### config.mk
export PLATFORM = sky130hd
export DESIGN_NAME = dot_product_accumulator
export DESIGN_NICKNAME = d
export VERILOG_FILES = /design/src/rtl/dpa_pkg.sv /design/src/rtl/dot_product_accumulator.sv
export SDC_FILE = /design/constraint.sdc
export NUM_CORES = 1
export LEC_CHECK = 0
export CAP_MARGIN = 30
export CORE_MARGIN = 10
export CORE_UTILIZATION = 45
export DETAILED_ROUTE_END_ITERATION = 10
export PLACE_DENSITY = 0.76
export SLEW_MARGIN = 30
export SYNTH_ARGS = -nofsm -noshare
export SYNTH_HDL_FRONTEND = slang
export SYNTH_SLANG_ARGS = --single-unit
### constraint.sdc
create_clock -name clk -period 3.22 [get_ports clk]
set_input_delay 0.805 -clock clk [delete_from_list [all_inputs] [get_ports clk]]
set_output_delay 0.805 -clock clk [all_outputs]
set_load 0.05 [all_outputs]
### src/rtl/dpa_pkg.sv
// Shared types and constants for the dot-product accumulator and its
// sequential multiplier handshake.
package dpa_pkg;

   typedef enum logic [2:0] {
      IDLE,
      FETCH,
      LOAD,
      MULT,
      ACC,
      DONE
   } state_e;

   localparam int MUL_CYCLES = 8;
   localparam int MUL_OP_W   = 8;
   localparam int MUL_PROD_W = 16;
   localparam int BIT_CNT_W  = $clog2(MUL_CYCLES);

endpackage

### src/rtl/dot_product_accumulator.sv
// Sequences signed operand pairs through an external sequential multiplier
// and accumulates the sign-extended products into one ACC_W-bit result.
module dot_product_accumulator
   import dpa_pkg::*;
#(
   parameter int LEN_W = 5,
   parameter int ACC_W = 20
) (
   input  logic                  clk,
   input  logic                  rst,
   input  logic                  start,
   input  logic [LEN_W-1:0]      len,
   output logic                  busy,
   input  logic                  in_valid,
   output logic                  in_ready,
   input  logic [MUL_OP_W-1:0]   in_a,
   input  logic [MUL_OP_W-1:0]   in_b,
   output logic                  out_valid,
   input  logic                  out_ready,
   output logic [ACC_W-1:0]      out_sum,
   output logic                  out_ovf,
   output logic [MUL_OP_W-1:0]   mul_a,
   output logic [MUL_OP_W-1:0]   mul_b,
   output logic                  mul_s,
   input  logic [MUL_PROD_W-1:0] mul_q
);

   // Handshake: a pair moves when in_valid && in_ready at a rising edge;
   // a result moves when out_valid && out_ready at a rising edge.

   state_e                state_q, state_d;
   logic [LEN_W-1:0]      len_q, len_d;
   logic [LEN_W-1:0]      elem_cnt_q, elem_cnt_d;
   logic [BIT_CNT_W-1:0]  bit_cnt_q, bit_cnt_d;
   logic [ACC_W-1:0]      acc_q, acc_d;
   logic                  ovf_q, ovf_d;
   logic [MUL_OP_W-1:0]   mul_a_q, mul_a_d;
   logic [MUL_OP_W-1:0]   mul_b_q, mul_b_d;

   logic signed [MUL_PROD_W-1:0] prod_s;
   logic [ACC_W-1:0]             prod_ext;
   logic [ACC_W-1:0]             sum;
   logic                         add_ovf;

   // Signed size cast sign-extends the product to accumulator width.
   assign prod_s   = mul_q;
   assign prod_ext = ACC_W'(prod_s);
   assign sum      = acc_q + prod_ext;
   assign add_ovf  = (acc_q[ACC_W-1] == prod_ext[ACC_W-1]) &&
                     (sum[ACC_W-1] != acc_q[ACC_W-1]);

   always_comb begin
      state_d    = state_q;
      len_d      = len_q;
      elem_cnt_d = elem_cnt_q;
      bit_cnt_d  = bit_cnt_q;
      acc_d      = acc_q;
      ovf_d      = ovf_q;
      mul_a_d    = mul_a_q;
      mul_b_d    = mul_b_q;
      case (state_q)
         IDLE: begin
            if (start) begin
               len_d      = len;
               acc_d      = '0;
               ovf_d      = 1'b0;
               elem_cnt_d = '0;
               state_d    = (len == '0) ? DONE : FETCH;
            end
         end
         FETCH: begin
            if (in_valid) begin
               mul_a_d = in_a;
               mul_b_d = in_b;
               state_d = LOAD;
            end
         end
         LOAD: begin
            bit_cnt_d = '0;
            state_d   = MULT;
         end
         MULT: begin
            bit_cnt_d = bit_cnt_q + BIT_CNT_W'(1);
            if (bit_cnt_q == BIT_CNT_W'(MUL_CYCLES - 1)) begin
               state_d = ACC;
            end
         end
         ACC: begin
            acc_d      = sum;
            ovf_d      = ovf_q | add_ovf;
            elem_cnt_d = elem_cnt_q + LEN_W'(1);
            state_d    = (elem_cnt_d == len_q) ? DONE : FETCH;
         end
         DONE: begin
            if (out_ready) begin
               state_d = IDLE;
            end
         end
         default: state_d = IDLE;
      endcase
   end

   always_ff @(posedge clk) begin
      if (rst) begin
         state_q    <= IDLE;
         len_q      <= '0;
         elem_cnt_q <= '0;
         bit_cnt_q  <= '0;
         acc_q      <= '0;
         ovf_q      <= 1'b0;
         mul_a_q    <= '0;
         mul_b_q    <= '0;
      end else begin
         state_q    <= state_d;
         len_q      <= len_d;
         elem_cnt_q <= elem_cnt_d;
         bit_cnt_q  <= bit_cnt_d;
         acc_q      <= acc_d;
         ovf_q      <= ovf_d;
         mul_a_q    <= mul_a_d;
         mul_b_q    <= mul_b_d;
      end
   end

   // The multiplier only iterates in MULT; every other state reloads it.
   assign busy      = (state_q != IDLE);
   assign in_ready  = (state_q == FETCH);
   assign out_valid = (state_q == DONE);
   assign out_sum   = acc_q;
   assign out_ovf   = ovf_q;
   assign mul_a     = mul_a_q;
   assign mul_b     = mul_b_q;
   assign mul_s     = (state_q == MULT);

endmodule

==> results.py <==
metrics = {
    "timing": {
        "finalSetupViolCount": 0,
        "worst_pin_slew_ns": 0.553,
        "rsz0062_at_grt": "false",
        "min_period_ns": 2.89,
        "final.setup.tns_ns": 0,
        "fmax_ghz": 0.346,
        "fin_crit_sh_pct": 89.9,
        "hold_viol": 0,
        "slew_viol_final": 0,
        "slew_headroom_pct": 63.2,
        "finClkSkew_ns": 0.0160,
    },
    "synth": {
        "yosysSeqAreaShare_pct": 35.1,
        "synth.distinct_cells": 48,
        "synth_top_area_share_pct": 35.1,
        "ys.warnings.count": 0,
        "synth_ff_type": "dfxtp_1",
        "synthTopCellsByArea": "dfxtp_1 (35%), ha_1 (9.1%), a21oi_1 (7.5%)",
        "ys_ff_latch": 53,
        "syn_area_um2": 3020,
        "async_reset_ff_share_pct": 0,
        "avgSynthCellArea_um2": 8.06,
        "synth_edf_count": 0,
        "syn-instance-count": 375,
        "yosysTopAreaCell": "dfxtp_1",
        "synthesis.nets": 440,
    },
    "power_and_ir_drop": {
        "ir_drop_mv": 0.285,
        "total_leakage_power_nw": 1.66,
        "power_density_nw_per_um2": 366,
    },
    "routing": {
        "drt_iter0_drc": 98,
        "vias": 2896,
        "dr.pass1.iters": 4,
        "wl_met1_mm": 3.54,
        "routedWlPerCell_um": 14.8,
        "met2_length_mm": 3.87,
        "routed-wl-met3_um": 433,
        "viasPerCell": 5.40,
        "ant_nets": 0,
        "topRoutingLayerUsed": "met4",
        "drt_wl_total_mm": 7.94,
        "drc_errors": 0,
    },
    "min_path": {
        "whs_endpoint": "bit_cnt_q[1]",
        "hp-start": "bit_cnt_q[1]",
        "hold_depth": 2,
        "hold_path_class": "flop to flop",
    },
    "worst_setup_path": {
        "startpoint_type": "input port",
        "reg2reg_from": "out_sum[0]",
        "path_buf_inv": 2,
        "crit_chain": "clkdlybuf4s50_1, ha_1, inv_1, fa_1, nor2b_1, o21ai_1, a21boi_2, a211o_1, a311oi_4, or4_1, nand3_1",
        "ff2ff_setup_slack_ns": 0.90,
        "critical_path.top_delay_family": "simple AND/OR/NAND/NOR gates",
        "critPathArrivalTime_ns": 3.15,
        "r2r_end": "out_sum[16]",
        "crit_fanout": 2,
        "crit_slowest_cell": "or4_1",
        "r2r_cells": 10,
        "cp_slowest_stage_delay_ns": 0.48,
        "critical_path_required_ns": 3.48,
        "crit_type": "input port to flop",
        "endpoint_kind": "flop",
    },
    "die": {
        "core_um2": 6420,
        "die-area_um2": 10400,
        "start_util_pct": 47.0,
        "pin_count": 83,
        "num_rows": 29,
        "die_y_um": 102,
        "die_w_um": 102,
    },
    "global_routing": {
        "antenna_found_initial": 0,
        "grt_max_degree": 23,
        "grt_pass1_vias": 2831,
        "grtUsageTotal_pct": 15.0,
        "grt_pass1_wl_mm": 13.1,
        "grt-ovfl-total": 0,
    },
    "clocking": {
        "cts_max_level": 2,
        "path_clk_slew_ns": 0.10,
        "cts_hold_buf": 0,
        "cts_tree": "yes",
        "cts_buffers": 5,
        "ctsResizeCount": 0,
        "cts_root_buffer": "clkbuf_8",
        "clock_latency_ns": 0.31,
        "clockBufferDepth": 2,
        "cts_setup_buffers": 0,
        "clock_sinks": 53,
    },
    "finish": {
        "final_cell_mix": "clkdlybuf4s50_1 (82), nand2_1 (54), dfxtp_1 (53)",
        "fill_cells": 549,
        "layout-drive-gt1-share_pct": 5.23,
        "n_antenna_cell": 0,
        "multi_input_area_um2": 1870,
        "final_common_cell": "clkdlybuf4s50_1",
        "areaGrowthSynthToFinish_pct": 35.2,
        "layout.nets": 523,
        "post-route-util_pct": 63.6,
        "seq_area_um2": 1060,
    },
    "placed_design": {
        "hpwl_mm": 6.15,
        "gp_congestion": 0.864,
        "io_buffers": 82,
    },
    "job": {
        "drv_cap": 0,
    },
    "status": {
        "status": "finished, final reports clean",
    },
}
==> how the worst max path moves through the flow <==
| stage | start | cells past startpoint | end | slack, ns |
|---|---|---|---|---|
| 5_1_grt | mul_q[0] | 11 | out_sum[16] | 0.19 |
| 4_1_cts | mul_q[0] | 11 | out_sum[16] | 0.34 |
| 3_3_place_gp | mul_q[0] | 11 | out_sum[16] | 0.05 |
| 3_5_place_dp | mul_q[0] | 11 | out_sum[16] | 0.006 |
| 2_1_floorplan | mul_q[0] | 10 | out_sum[16] | 0.50 |
| 6_report | mul_q[0] | 11 | out_sum[16] | 0.33 |
==> routing by layer <==
| layer | up-vias | track usage [%] |
|---|---|---|
| met3 | 9 | 4.12 |
| met1 | 1321 | 17.5 |
| li1 | 1505 | - |
| met2 | 61 | 26.9 |
| met4 | 0 | 3.36 |
| met5 | - | 0 |
==> report_power, final <==
part | switching, mW | internal [mW] | total [mW]
Combinational | 0.153 | 0.120 | 0.273
Sequential | 0.0152 | 0.674 | 0.689
Clock | 0.224 | 0.309 | 0.533
==> cells by family (layout without fill, tap and decap cells) <==
logic type      count (synthesis)  after routing  synth area share, %
buf+inv                        25            109                 3.15
simple gates                  145            145                 22.2
compound gates                102            102                 21.7
xor+xnor                       19             19                 5.51
mux                             8              8                 2.65
fa+ha+maj                      23             23                 9.77
flops                          53             53                 35.1
==> state kept, by name, indices dropped and copies added (netlist names) <==
name        flops
out_sum        20
mul_a           8
mul_b           8
elem_cnt_q      5
len_q           5
bit_cnt_q       3
state_q         3
out_ovf         1
==> stage by stage <==
stage	hold slack (ns)	instances	setup WS (ns)	power, mW	instance area [um^2]
2_1_floorplan	0.436	375	0.504	0.865	3020
3_3_place_gp	0.442	528	0.0476	0.973	3950
3_5_place_dp	0.450	528	0.00648	0.978	3950
4_1_cts	0.464	536	0.336	1.51	4090
5_1_grt	0.487	536	0.195	1.56	4090
6_report	0.458	536	0.327	1.49	4090
==> tightest hold or removal path: cells and delay by family, from the launching register on <==
family          cells  cell delay [ns]
compound gates      1             0.05
simple gates        1             0.05
flops               1             0.32
==> cell usage after synthesis (all sizes together) (2+ instances only) <==
master,n
nor4,2
and2,5
xnor2,13
nand3,11
xor2,6
ha,22
nor2b,5
nand3b,2
a22o,7
a21o,6
o21ai,14
o22ai,2
a22oi,5
o31ai,3
nor2,38
mux2i,8
a211oi,2
nand4,4
a21oi,45
or4,2
o21a,3
a31oi,4
nand2,54
inv,9
a311oi,3
nor3,10
nand2b,3
clkbuf,15
dfxtp,53
and3,5
==> area by class of cell <==
cell class,instances,share of cell area (%)
clock inverter,3,1.59
clock buffer,5,1.68
multi-input combinational,297,45.7
tap,77,2.36
inverter,9,0.827
sequential,53,26.0
timing repair buffer,92,21.9
(Power assumes the default switching activity.)
